`src/rtl/sram_arbiter_if.sv`:
```
// Requester-side bus of the SRAM arbiter; one instance per requesting master.
// Handshake: the master raises req with we/add/di stable and holds them until ack (one-cycle
// pulse); the slave latches them only at grant, returns read data on dout together with ack.
interface sram_arbiter_if #(
    parameter int AW = 19
);
    logic          req;
    logic          we;
    logic [AW-1:0] add;
    logic [7:0]    di;
    logic [7:0]    dout;
    logic          ack;

    modport master (output req, we, add, di, input dout, ack);
    modport slave  (input req, we, add, di, output dout, ack);
endinterface

```
`src/rtl/sram_arbiter.sv`:
```
// Shares an 8-bit async SRAM between the CPU port (c) and an auxiliary port (x).
// Optional macro SRAM_ARB_RR_EN: round-robin arbitration instead of fixed C-over-X priority.
module sram_arbiter #(
    parameter int AW       = 19,
    parameter int WAIT_CYC = 2,
    parameter int TURN_CYC = 1
) (
    input  logic           CLK20,
    input  logic           CRST,
    sram_arbiter_if.slave  c,
    sram_arbiter_if.slave  x,
    output logic [AW-1:0]  ER_ADD,
    output logic [7:0]     ER_DO,
    output logic           ER_DOE,
    input  logic [7:0]     ER_DI,
    output logic           ER_CS,
    output logic           ER_OE,
    output logic           ER_WE,
    output logic           busy,
    output logic [2:0]     dbg_state
);

    typedef enum logic [2:0] {
        S_IDLE   = 3'd0,
        S_SETUP  = 3'd1,
        S_STROBE = 3'd2,
        S_HOLD   = 3'd3,
        S_TURN   = 3'd4
    } state_t;

    state_t     state;
    logic [3:0] cnt;
    logic       sel_x;
    logic       acc_we;
    logic       grant_c;
    logic       grant_x;

`ifdef SRAM_ARB_RR_EN
    logic last_x;

    // Contention goes to whichever port was not served last; a lone requester always wins.
    always_comb begin
        grant_c = c.req && (!x.req || last_x);
        grant_x = x.req && !grant_c;
    end

    always_ff @(posedge CLK20 or negedge CRST) begin
        if (!CRST) begin
            last_x <= 1'b1;
        end else if (state == S_IDLE && (grant_c || grant_x)) begin
            last_x <= grant_x;
        end
    end
`else
    always_comb begin
        grant_c = c.req;
        grant_x = x.req && !c.req;
    end
`endif

    assign dbg_state = state;

    always_ff @(posedge CLK20 or negedge CRST) begin
        if (!CRST) begin
            state  <= S_IDLE;
            cnt    <= 4'd0;
            sel_x  <= 1'b0;
            acc_we <= 1'b0;
            ER_ADD <= '0;
            ER_DO  <= 8'h00;
            ER_DOE <= 1'b0;
            ER_CS  <= 1'b1;
            ER_OE  <= 1'b1;
            ER_WE  <= 1'b1;
            busy   <= 1'b0;
            c.dout <= 8'h00;
            c.ack  <= 1'b0;
            x.dout <= 8'h00;
            x.ack  <= 1'b0;
        end else begin
            c.ack <= 1'b0;
            x.ack <= 1'b0;
            case (state)
                S_IDLE: begin
                    if (grant_c || grant_x) begin
                        sel_x  <= grant_x;
                        acc_we <= grant_x ? x.we : c.we;
                        ER_ADD <= grant_x ? x.add : c.add;
                        ER_DO  <= grant_x ? x.di : c.di;
                        ER_DOE <= grant_x ? x.we : c.we;
                        ER_CS  <= 1'b0;
                        busy   <= 1'b1;
                        state  <= S_SETUP;
                    end
                end
                S_SETUP: begin
                    cnt <= 4'(WAIT_CYC - 1);
                    if (acc_we) ER_WE <= 1'b0;
                    else        ER_OE <= 1'b0;
                    state <= S_STROBE;
                end
                S_STROBE: begin
                    if (cnt == 4'd0) begin
                        ER_WE <= 1'b1;
                        ER_OE <= 1'b1;
                        // Read data is sampled on the same edge that releases ER_OE.
                        if (sel_x) begin
                            x.ack <= 1'b1;
                            if (!acc_we) x.dout <= ER_DI;
                        end else begin
                            c.ack <= 1'b1;
                            if (!acc_we) c.dout <= ER_DI;
                        end
                        state <= S_HOLD;
                    end else begin
                        cnt <= cnt - 4'd1;
                    end
                end
                S_HOLD: begin
                    ER_CS  <= 1'b1;
                    ER_DOE <= 1'b0;
                    if (TURN_CYC == 0) begin
                        busy  <= 1'b0;
                        state <= S_IDLE;
                    end else begin
                        cnt   <= 4'(TURN_CYC - 1);
                        state <= S_TURN;
                    end
                end
                S_TURN: begin
                    if (cnt == 4'd0) begin
                        busy  <= 1'b0;
                        state <= S_IDLE;
                    end else begin
                        cnt <= cnt - 4'd1;
                    end
                end
                default: begin
                    busy  <= 1'b0;
                    state <= S_IDLE;
                end
            endcase
        end
    end

endmodule

```
`src/flat_wrapper.sv`:
```
// flat-port wrapper written by rule: the top's interface ports become plain ports
module sram_arbiter_flat 
#(
    parameter int AW       = 19,
    parameter int WAIT_CYC = 2,
    parameter int TURN_CYC = 1
)
  (CLK20, CRST, ER_ADD, ER_DO, ER_DOE, ER_DI, ER_CS, ER_OE, ER_WE, busy, dbg_state, c_req, c_we, c_add, c_di, c_dout, c_ack, x_req, x_we, x_add, x_di, x_dout, x_ack);
  sram_arbiter_if #(.AW(AW)) c_i ();
  sram_arbiter_if #(.AW(AW)) x_i ();
  input  logic CLK20;
  input  logic CRST;
  output logic [AW-1:0] ER_ADD;
  output logic [7:0] ER_DO;
  output logic ER_DOE;
  input  logic [7:0] ER_DI;
  output logic ER_CS;
  output logic ER_OE;
  output logic ER_WE;
  output logic busy;
  output logic [2:0] dbg_state;
  input wire logic [$bits(c_i.req)-1:0] c_req;
  input wire logic [$bits(c_i.we)-1:0] c_we;
  input wire logic [$bits(c_i.add)-1:0] c_add;
  input wire logic [$bits(c_i.di)-1:0] c_di;
  output wire logic [$bits(c_i.dout)-1:0] c_dout;
  output wire logic [$bits(c_i.ack)-1:0] c_ack;
  input wire logic [$bits(x_i.req)-1:0] x_req;
  input wire logic [$bits(x_i.we)-1:0] x_we;
  input wire logic [$bits(x_i.add)-1:0] x_add;
  input wire logic [$bits(x_i.di)-1:0] x_di;
  output wire logic [$bits(x_i.dout)-1:0] x_dout;
  output wire logic [$bits(x_i.ack)-1:0] x_ack;
  assign c_i.req = c_req;
  assign c_i.we = c_we;
  assign c_i.add = c_add;
  assign c_i.di = c_di;
  assign c_dout = c_i.dout;
  assign c_ack = c_i.ack;
  assign x_i.req = x_req;
  assign x_i.we = x_we;
  assign x_i.add = x_add;
  assign x_i.di = x_di;
  assign x_dout = x_i.dout;
  assign x_ack = x_i.ack;
  sram_arbiter #(.AW(AW), .WAIT_CYC(WAIT_CYC), .TURN_CYC(TURN_CYC)) u_core (.CLK20(CLK20), .CRST(CRST), .c(c_i), .x(x_i), .ER_ADD(ER_ADD), .ER_DO(ER_DO), .ER_DOE(ER_DOE), .ER_DI(ER_DI), .ER_CS(ER_CS), .ER_OE(ER_OE), .ER_WE(ER_WE), .busy(busy), .dbg_state(dbg_state));
endmodule
```
`config.mk`:
```
export PLATFORM = sky130hd
export DESIGN_NAME = sram_arbiter_flat
export DESIGN_NICKNAME = d
export VERILOG_FILES = /design/src/rtl/sram_arbiter_if.sv /design/src/rtl/sram_arbiter.sv /design/src/flat_wrapper.sv
export SDC_FILE = /design/constraint.sdc
export NUM_CORES = 1
export LEC_CHECK = 0
export CAP_MARGIN = 20
export CORE_MARGIN = 2
export CORE_UTILIZATION = 30
export DETAILED_ROUTE_END_ITERATION = 7
export SYNTH_ARGS = -nofsm -noshare
export SYNTH_HDL_FRONTEND = slang
export SYNTH_SLANG_ARGS = --single-unit
```
`constraint.sdc`:
```
create_clock -name CLK20 -period 3.95 [get_ports CLK20]
set_clock_uncertainty 0.2 [all_clocks]
set_input_delay 0.79 -clock CLK20 [delete_from_list [all_inputs] [get_ports CLK20]]
set_output_delay 0.79 -clock CLK20 [all_outputs]
set_load 0.005 [all_outputs]
```
==> summary.md, run 1 <==
| Metric | Value |
|---|---|
| Yosys top cell by area | `dfrtp_1` |
| Post-Syn Instances | `246` |
| Die ar. | `0.009892 mm2` |
| DRT Pass-1 Iters | `4` |
| Tcrit/Tclk final | `0.6829` |
| Port Buffers | `120` |
| HP Class | `reg2reg` |
| Overall routing resource usage | `0.1354` |
| Clock power frac | `0.205` |
| Starting Density | `0.3120` |
| WL final | `6550 um` |
| Wirelength per Cell | `13.70 um` |
| Worst path cell trace | `clkdlybuf4s50_1` |
| CTS tree | `built` |
| Leakage | `1.899 nW` |
| Primary FF master, synth | `dfrtp_1` |
| First-pass GRT wire length | `10620 um` |
| Critical path capture point type | `output pin` |
| Max-slew violation count | `0` |
| Total grt overflow | `0` |
| Critical path buffers and inverters | `1` |
| Area contributors post-synth | `dfrtp_1 (51%), mux2i_1 (10%), o21ai_0 (6.8%)` |
| Initial drt markers | `123` |
| Hold path start | `u_core.ER_CS` |
| Worst r2r dst | `u_core.c.dout[7]` |
| Post-Syn Nets | `316` |
| Largest net degree at the start of global routing | `56` |
| Clock root buffer | `clkbuf_8` |
| Row Count | `34` |
| Synth unique cells | `37` |
| Slew HR | `0.4279` |
| Internal | `2.047 mW` |
| GP Congestion | `0.7190` |
| Crit Path Max Fanout | `19` |
| Fmax | `370.7 MHz` |
| Post-DRT Antenna Nets | `0` |
| Layout filler cell count | `825` |
| Endpoints failing setup | `0` |
| H-tree levels | `3` |
| I/O pins | `121` |
| Max clock buf depth | `2` |
| Antenna violations before repair | `0` |
| FF+latch count, synth | `59` |
| Final Critical Period | `2698 ps` |
| FF-to-FF Start | `u_core.cnt[0]` |
| Layout Nets | `435` |
| Core area | `0.008763 mm2` |
| CP max stage cell | `dfrtp_1` |
| Async SR Flop Fraction | `1.000` |
| Part of the power in registers | `0.376` |
| Routed vias/inst | `4.638` |
| Worst Hold Endpoint | `u_core.ER_CS` |
| DR vias | `2217` |
| Combinational power share | `0.418` |
| Fin worst setup slack | `1252 ps` |
| Peak VDD IR | `0.1995 mV` |
| Synth top area share | `0.5126` |
| CTS clk-pin slew, worst paths | `70 ps` |
| Cts repair resizes | `0` |
| Worst Tran Pin Value | `858.2 ps` |
| Post-CTS Hold Buffers | `0` |
| R2R setup slack | `1450 ps` |
| Hpwl dp | `4876 um` |
| DRC | `0` |
| Switching part of the total | `0.3152` |
| Clk_lat worst skew | `320 ps` |
| Cts bufs inserted | `9` |
| CP top delay family | `flip-flops` |
| Net switching power | `942.2 uW` |
| Final Hold Viols | `0` |
| Sink Count | `59` |
| Max Cap Viol | `0` |
| Sequential area share after synthesis | `0.5414` |
| Setup TNS | `0 ps` |
| Post-synth EDFFs | `0` |
| Critical path's largest stage delay | `740 ps` |
| Postcts setup bufs | `0` |
| Die width | `99.46 um` |
| Die Height | `99.46 um` |
| Yosys Warn Count | `0` |
| Required time worst endpoint | `2960 ps` |
| RSZ-0062 raised after global routing | `false` |
| Area grow syn2layout | `54.78%` |
| Pwr dens | `706.5 mW/mm2` |
| Avg Inst Size Synth | `11.11 um2` |
| Crit path DAT | `1710 ps` |
| Vias in the first global route | `2189` |
| R2R cell count | `6` |
| Synth Cell Area | `0.002734 mm2` |
| Post-Place Setup Slack | `1104 ps` |
| Status | `finished, final reports clean` |
| Share of layout cells above drive strength 1 | `0.1270` |
| Diodes inserted | `0` |
| Crit Path Class | `reg2out` |
| Hold path depth | `2` |
| Crit start category | `register` |
[cells by family after synthesis]
family	after synthesis	synth area share
flops	59	0.5414
xor+xnor	2	0.006408
buf+inv	18	0.03478
simple gates	66	0.1185
compound gates	55	0.1103
fa+ha+maj	2	0.009152
mux	44	0.1794
[stage by stage]
step	hold WS (ps)	cell area [um2]	util	std cells	total power, mW
finish	265.1	4232	0.4829	478	2.990
global route	304.9	4232	0.4829	478	3.236
CTS	271.9	4232	0.4829	478	3.043
detailed placement	263.1	4005	0.4570	462	2.413
global placement	253.7	4005	0.4570	462	2.381
floorplan	248.2	2734	-	246	1.695
[sequential cells by signal (all words and copies together) (netlist names), 3 cells and up]
signal / cells
u_core.c.dout: 8
u_core.dbg_state: 3
u_core.ER_DO: 8
u_core.x.dout: 8
u_core.ER_ADD: 19
u_core.cnt: 4
[worst max path at each step]
stage	start	endpoint	slack, ps	cells after the start
2_1_floorplan	u_core.cnt[0]	u_core.c.dout[0]	1820	7
3_3_place_gp	x_req	u_core.ER_ADD[4]	1180	4
3_5_place_dp	x_req	u_core.ER_ADD[18]	1100	4
4_1_cts	u_core.dbg_state[1]	dbg_state[1]	1240	1
5_1_grt	u_core.dbg_state[1]	dbg_state[1]	1150	1
6_report	u_core.dbg_state[1]	dbg_state[1]	1250	1
[layout make-up]
type                       instances  area, um2  share of cell area
multi-input combinational        169       1164              0.2750
sequential                        59       1480              0.3498
tap                              108      135.1             0.03193
timing repair buffer             122       1211              0.2862
inverter                           4      15.01            0.003548
clock inverter                     6      88.84             0.02099
clock buffer                      10      137.6             0.03253
[power by group through the flow]
stage               registers [mW]  clock network [mW]  logic (mW)
floorplan                     1.09                   0       0.609
global route                  1.17               0.665        1.40
global placement              1.13                   0        1.25
CTS                           1.13               0.635        1.28
finish                        1.13               0.614        1.25
detailed placement            1.13                   0        1.28
[placed cells by master (no fill, tap or decap), types with 4 or more instances in the layout]
| master | Yosys | final |
|---|---|---|
| a21oi_1 | 10 | 10 |
| clkbuf_8 | 0 | 10 |
| clkdlybuf4s50_1 | 0 | 119 |
| dfrtp_1 | 56 | 56 |
| inv_1 | 4 | 4 |
| mux2_2 | 8 | 8 |
| mux2_4 | 8 | 8 |
| mux2i_1 | 28 | 28 |
| nand2_1 | 34 | 33 |
| nor2_1 | 9 | 9 |
| nor2b_1 | 5 | 5 |
| o21ai_0 | 37 | 37 |
[metal layers]
layer	vias to the layer above	track usage	part of all wire
met5	-	0	0
met4	0	0.06533	0.022
met3	12	0.03514	0.072
met2	83	0.2136	0.47
met1	1028	0.1735	0.43
li1	1094	-	-
[cell usage after synthesis, types with 4 or more instances]
master    count
o21ai_0      37
nor2_1        9
mux2i_1      28
a21oi_1      10
mux2_2        8
nor2b_1       5
inv_1         4
mux2_4        8
nand2_1      34
clkbuf_1      6
dfrtp_1      56
buf_2         4
Power figures use the tool's default switching activity.
==> inputs of run 2 (changes only) <==
==> constraint.sdc (replaced) <==
create_clock -name CLK20 -period 2.8 [get_ports CLK20]
set_clock_uncertainty 0.2 [all_clocks]
set_input_delay 0.56 -clock CLK20 [delete_from_list [all_inputs] [get_ports CLK20]]
set_output_delay 0.56 -clock CLK20 [all_outputs]
set_load 0.005 [all_outputs]
==> run 2 against run 1 <==
Compared with the run above: wire length shrank 1.6%; register-to-register slack lost 1100 ps; count of clock-buffer cells in the layout shrank 1; highest routed layer unchanged.
==> summary.md, run 2 (same netlist as run 1, synthesis figures left out) <==
| Metric | Value |
|---|---|
| Fmax | `411.1 MHz` |
| Layout filler cell count | `840 (+1.8%)` |
| Critical path's largest stage delay | `550 ps (-190 ps)` |
| Total grt overflow | `0 (unchanged)` |
| Peak VDD IR | `0.3278 mV (+64%)` |
| Die Height | `99.46 um (unchanged)` |
| DR vias | `2208 (-0.41%)` |
| R2R cell count | `6 (unchanged)` |
| Post-Place Setup Slack | `365.1 ps (-738.4 ps)` |
| I/O pins | `121 (unchanged)` |
| Tcrit/Tclk final | `0.8687` |
| Biggest register | `u_core.ER_ADD` |
| Core area | `0.008763 mm2 (unchanged)` |
| Initial drt markers | `83 (-33%)` |
| Pwr dens | `1007 mW/mm2 (+42%)` |
| Die ar. | `0.009892 mm2 (unchanged)` |
| CP max stage cell | `or3_1` |
| HP Class | `in2async` |
| Hpwl dp | `4696 um (-3.7%)` |
| Clk_lat worst skew | `320 ps (about the same)` |
| Share of layout cells above drive strength 1 | `0.1340 (+0.007021)` |
| Clock root buffer | `clkbuf_8` |
| Crit Path Max Fanout | `8 (-11)` |
| Antenna violations before repair | `0 (unchanged)` |
| FF-to-FF Start | `u_core.cnt[0]` |
| Status | `finished, final reports clean` |
| Cts bufs inserted | `9 (unchanged)` |
| Worst path cell trace | `inv_1, ha_1, nor3b_4, nand3_2, or3_1, mux2_4` |
| Largest net degree at the start of global routing | `60 (+7.1%)` |
| Multi-input logic area | `0.001164 mm2 (unchanged)` |
| Register area | `0.001480 mm2 (unchanged)` |
| Wirelength per Cell | `13.40 um (-2.2%)` |
| Crit start category | `register` |
| Vias in the first global route | `2228 (+1.8%)` |
| Max reg flops | `19 (unchanged)` |
| First-pass GRT wire length | `10840 um (+2.1%)` |
| Slew HR | `0.6748 (+0.2469)` |
| RSZ-0062 raised after global routing | `false` |
| Die width | `99.46 um (unchanged)` |
| Fin worst setup slack | `367.7 ps (-884.8 ps)` |
| Endpoints failing setup | `0 (unchanged)` |
| DRC | `0 (unchanged)` |
| Final Critical Period | `2432 ps` |
| Area grow syn2layout | `57.48%` |
| CTS tree | `built` |
| GP Congestion | `0.7847 (+9.1%)` |
| DRT Pass-1 Iters | `4 (unchanged)` |
| R2R setup slack | `370 ps (-1080 ps)` |
| Overall routing resource usage | `0.1369 (+0.001507)` |
| Diodes inserted | `0 (unchanged)` |
| Layout Nets | `438 (+0.69%)` |
| Worst Tran Pin Value | `484.1 ps (-374.1 ps)` |
| Routed vias/inst | `4.590 (-1.0%)` |
| Required time worst endpoint | `2810 ps (-150 ps)` |
| Critical path capture point type | `register` |
| Crit path DAT | `2440 ps (+730 ps)` |
| Max-slew violation count | `0 (unchanged)` |
| Final Hold Viols | `0 (unchanged)` |
| Crit Path Class | `reg2reg` |
| Post-CTS Hold Buffers | `0 (unchanged)` |
| H-tree levels | `3 (unchanged)` |
| Setup crit end | `u_core.c.dout[4]` |
| Worst r2r dst | `u_core.c.dout[4]` |
| Post-DRT Antenna Nets | `0 (unchanged)` |
| Starting Density | `0.3120 (unchanged)` |
| Sink Count | `59 (unchanged)` |
| Postcts setup bufs | `0 (unchanged)` |
| Commonest non-fill, non-tap cell in the layout | `clkdlybuf4s50_1` |
| Most frequent cells in the layout | `clkdlybuf4s50_1 (119), dfrtp_1 (56), o21ai_0 (37)` |
| WL final | `6445 um (-1.6%)` |
| Cts repair resizes | `0 (unchanged)` |
| CTS clk-pin slew, worst paths | `70 ps (about the same)` |
| Port Buffers | `120 (unchanged)` |
| Launch point of the worst path | `u_core.cnt[0]` |
| Setup TNS | `0 ps (unchanged)` |
| Leakage | `1.939 nW (+2.2%)` |
| Max Cap Viol | `0 (unchanged)` |
| Max clock buf depth | `2 (unchanged)` |
| Row Count | `34 (unchanged)` |
-- run 2: cell count changes in the layout (fill, tap and decap cells not counted), sizes merged --
cell / before / now
buf: 3 / 6
bufinv: 2 / 3
clkbuf: 10 / 9
clkinv: 2 / 3
clkinvlp: 2 / 1
-- run 2: report_power, final --
part	switching (mW)	internal (mW)	leakage, nW
clock	0.343	0.589	0.119
combinational	0.721	1.14	1.11
sequential	0.269	1.27	0.713
total	1.33	3.00	1.94
-- run 2: final cells by class --
cell class / instances / area share
clock inverter: 7 / 0.02703
sequential: 59 / 0.3438
tap: 108 / 0.03139
clock buffer: 9 / 0.02877
timing repair buffer: 125 / 0.2953
inverter: 4 / 0.003487
multi-input combinational: 169 / 0.2703
-- run 2: stage by stage --
stage | power (mW) | cell area, um2 | utilization | std cells | hold WS (ps)
after floorplan | 2.391 | 2734 | - | 246 | 64.41
after global placement | 3.420 | 4065 | 0.4639 | 465 | 249.1
after detailed placement | 3.453 | 4065 | 0.4639 | 465 | 251.5
after CTS | 4.413 | 4305 | 0.4913 | 481 | 34.97
after global routing | 4.689 | 4305 | 0.4913 | 481 | 50.66
final | 4.334 | 4305 | 0.4913 | 481 | 37.85
-- run 2: worst min path at each step --
stage                                      to  slack [ps]  cells past startpoint
after floorplan              u_core.ER_ADD[0]          60                      0
after global placement           u_core.ER_CS         250                      2
after detailed placement         u_core.ER_CS         250                      2
after CTS                    u_core.ER_ADD[1]          30                      2
after global routing              u_core.busy          50                      2
final                     u_core.dbg_state[0]          40                      2
-- run 2: worst max-delay path, delay by kind of cell, from the launching register on --
family,cells,cell delay [ps]
muxes,1,370
DFF,1,430
and+or+nand+nor,3,1020
adders and majority gates,1,200
buffers and inverters,1,100
-- run 2: metal layers --
layer  part of all wire  vias up  track usage
met5                  0        -            0
met4              0.014        0      0.05690
met3              0.085        9      0.03865
met2               0.47       88       0.2157
met1               0.43     1006       0.1776
li1                   -     1105            -
==> inputs of run 3 (changes only) <==
--- a/config.mk
+++ b/config.mk
@@ -7,8 +7,9 @@
 export LEC_CHECK = 0
 export CAP_MARGIN = 20
 export CORE_MARGIN = 2
-export CORE_UTILIZATION = 30
+export CORE_UTILIZATION = 42
 export DETAILED_ROUTE_END_ITERATION = 7
+export PLACE_DENSITY = 0.8
 export SYNTH_ARGS = -nofsm -noshare
 export SYNTH_HDL_FRONTEND = slang
 export SYNTH_SLANG_ARGS = --single-unit
==> run 3 against run 2 <==
Compared with the run above: critical path depth unchanged; sequential share of layout area increased by 0.66 points; maximum frequency shrank 2.2%; worst hold slack improved by 130 ps; global-route usage is 5.1 points higher; first-iteration DRC count shrank 28%; register-to-register slack worse by 60 ps; critical endpoint is now u_core.c.dout[2].
==> summary.md, run 3 (same netlist as run 1, synthesis figures left out) <==
| Metric | Value |
|---|---|
| Worst path cell trace | `inv_1, ha_1, nor3b_4, nand3_2, or3_1, mux2_4` |
| Overall routing resource usage | `0.1878 (+0.05092)` |
| Clk_lat worst skew | `320 ps (about the same)` |
| Max-slew violation count | `0 (unchanged)` |
| Row Count | `29 (-15%)` |
| Worst r2r dst | `u_core.c.dout[2]` |
| Diodes inserted | `0 (unchanged)` |
| Routed vias/inst | `5.027 (+9.5%)` |
| Peak VDD IR | `0.4625 mV (+41%)` |
| Status | `finished, final reports clean` |
| Wirelength per Cell | `14.39 um (+7.4%)` |
| Die ar. | `0.007171 mm2 (-28%)` |
| Postcts setup bufs | `0 (unchanged)` |
| Final Hold Viols | `0 (unchanged)` |
| Antenna violations before repair | `0 (unchanged)` |
| WL final | `6476 um (+0.48%)` |
| Endpoints failing setup | `0 (unchanged)` |
| I/O pins | `121 (unchanged)` |
| Hpwl dp | `4706 um (+0.21%)` |
| Crit start category | `register` |
| R2R cell count | `6 (unchanged)` |
| Leakage | `1.924 nW (-0.81%)` |
| DRC | `0 (unchanged)` |
| Cts repair resizes | `0 (unchanged)` |
| Pwr dens | `1001 mW/mm2 (-0.59%)` |
| DR vias | `2262 (+2.4%)` |
| Critical path capture point type | `register` |
| H-tree levels | `3 (unchanged)` |
| CP top delay family | `simple AND/OR/NAND/NOR gates` |
| Cts bufs inserted | `9 (unchanged)` |
| Max clock buf depth | `2 (unchanged)` |
| Most frequent cells in the layout | `clkdlybuf4s50_1 (119), dfrtp_1 (56), o21ai_0 (37)` |
| Total grt overflow | `0 (unchanged)` |
| RSZ-0062 raised after global routing | `false` |
| FF-to-FF Start | `u_core.cnt[0]` |
| Sink Count | `59 (unchanged)` |
| GP Congestion | `0.8343 (+6.3%)` |
| Layout Nets | `438 (unchanged)` |
| Share of layout cells above drive strength 1 | `0.1314 (-0.002681)` |
| Post-DRT Antenna Nets | `0 (unchanged)` |
| Critical path's largest stage delay | `550 ps (about the same)` |
| R2R setup slack | `310 ps (-60 ps)` |
| CTS clk-pin slew, worst paths | `70 ps (about the same)` |
| Crit Path Class | `reg2reg` |
| DP Cell Count | `434 (-6.7%)` |
| Largest net degree at the start of global routing | `60 (unchanged)` |
| Slew HR | `0.5062 (-0.1686)` |
| Port Buffers | `120 (unchanged)` |
| Commonest non-fill, non-tap cell in the layout | `clkdlybuf4s50_1` |
| Core area | `0.006314 mm2 (-28%)` |
| Utilization after layout | `0.6690 (+0.1778)` |
| Starting Density | `0.4330 (+0.1211)` |
| Worst Tran Pin Value | `740.7 ps (+256.6 ps)` |
| Fin cells | `450 (-6.4%)` |
| Area grow syn2layout | `54.51%` |
| Biggest register | `u_core.ER_ADD` |
| Die Height | `84.68 um (-15%)` |
| Vias in the first global route | `2334 (+4.8%)` |
| DRT Pass-1 Iters | `4 (unchanged)` |
| Die width | `84.68 um (-15%)` |
| Max reg flops | `19 (unchanged)` |
| Post-CTS Hold Buffers | `0 (unchanged)` |
| Crit path DAT | `2490 ps (+50 ps)` |
| First-pass GRT wire length | `10860 um (+0.19%)` |
| Final Critical Period | `2488 ps (+55.65 ps)` |
| CTS tree | `built` |
| Crit Path Max Fanout | `8 (unchanged)` |
| CP max stage cell | `or3_1` |
| Critical path buffers and inverters | `1 (unchanged)` |
| HP Class | `in2async` |
| Max Cap Viol | `0 (unchanged)` |
| Clock root buffer | `clkbuf_8` |
| Tcrit/Tclk final | `0.8886 (+0.01987)` |
| Required time worst endpoint | `2810 ps (about the same)` |
| Fmax | `401.9 MHz (-2.2%)` |
| Initial drt markers | `60 (-28%)` |
| Setup TNS | `0 ps (unchanged)` |
run 3: cell types whose count changed in the layout (fill, tap and decap cells not counted), sizes merged:
cell and delta:
bufinv -2, clkbuf +3, clkinv -1
run 3: per-layer routing:
metal	GRT usage	wire length, um	up-vias
met5	0	0	-
met4	0.06638	91	0
met3	0.05998	431	6
met2	0.3178	3218	84
met1	0.2257	2735	1070
li1	-	-	1102
run 3: final cells by class:
cell class | count | area (um2)
inverters | 4 | 15.01
clock buffers | 12 | 165.2
repair buffers | 125 | 1259
well taps | 77 | 96.34
multi-input cells | 169 | 1161
clock inverters | 4 | 47.55
flip-flops and latches | 59 | 1480
fillers | 517 | 2090
run 3: how the worst max path moves through the flow:
stage | start | endpoint | slack (ps) | cells past startpoint
2_1_floorplan | u_core.cnt[0] | u_core.c.dout[0] | 670 | 7
3_3_place_gp | u_core.cnt[0] | u_core.c.dout[0] | 480 | 6
3_5_place_dp | u_core.cnt[0] | u_core.c.dout[4] | 350 | 6
4_1_cts | u_core.cnt[0] | u_core.c.dout[3] | 330 | 6
5_1_grt | u_core.cnt[0] | u_core.c.dout[3] | 160 | 6
6_report | u_core.cnt[0] | u_core.c.dout[2] | 310 | 6
run 3: per-stage QoR:
stage | power [mW] | hold WS (ps) | worst slack (ps) | area (um2)
final | 4.227 | 169.0 | 312.0 | 4224
after floorplan | 2.391 | 64.41 | 668.0 | 2734
after global placement | 3.373 | 252.9 | 479.6 | 4011
after detailed placement | 3.454 | 256.9 | 350.5 | 4011
after CTS | 4.271 | 203.7 | 333.9 | 4224
after global routing | 4.555 | 237.8 | 163.1 | 4224
run 3: worst reg2reg max path, delay by kind of cell, from the launching register on:
family                     cells  cell delay [ps]
and+or+nand+nor                3             1020
DFF                            1              440
buffers and inverters          1              130
adders and majority gates      1              210
muxes                          1              380
run 3: where the power goes:
group | internal [mW] | switching [mW] | leakage [nW]
Combinational | 1.14 | 0.741 | 1.10
Sequential | 1.27 | 0.276 | 0.713
Clock | 0.481 | 0.319 | 0.108
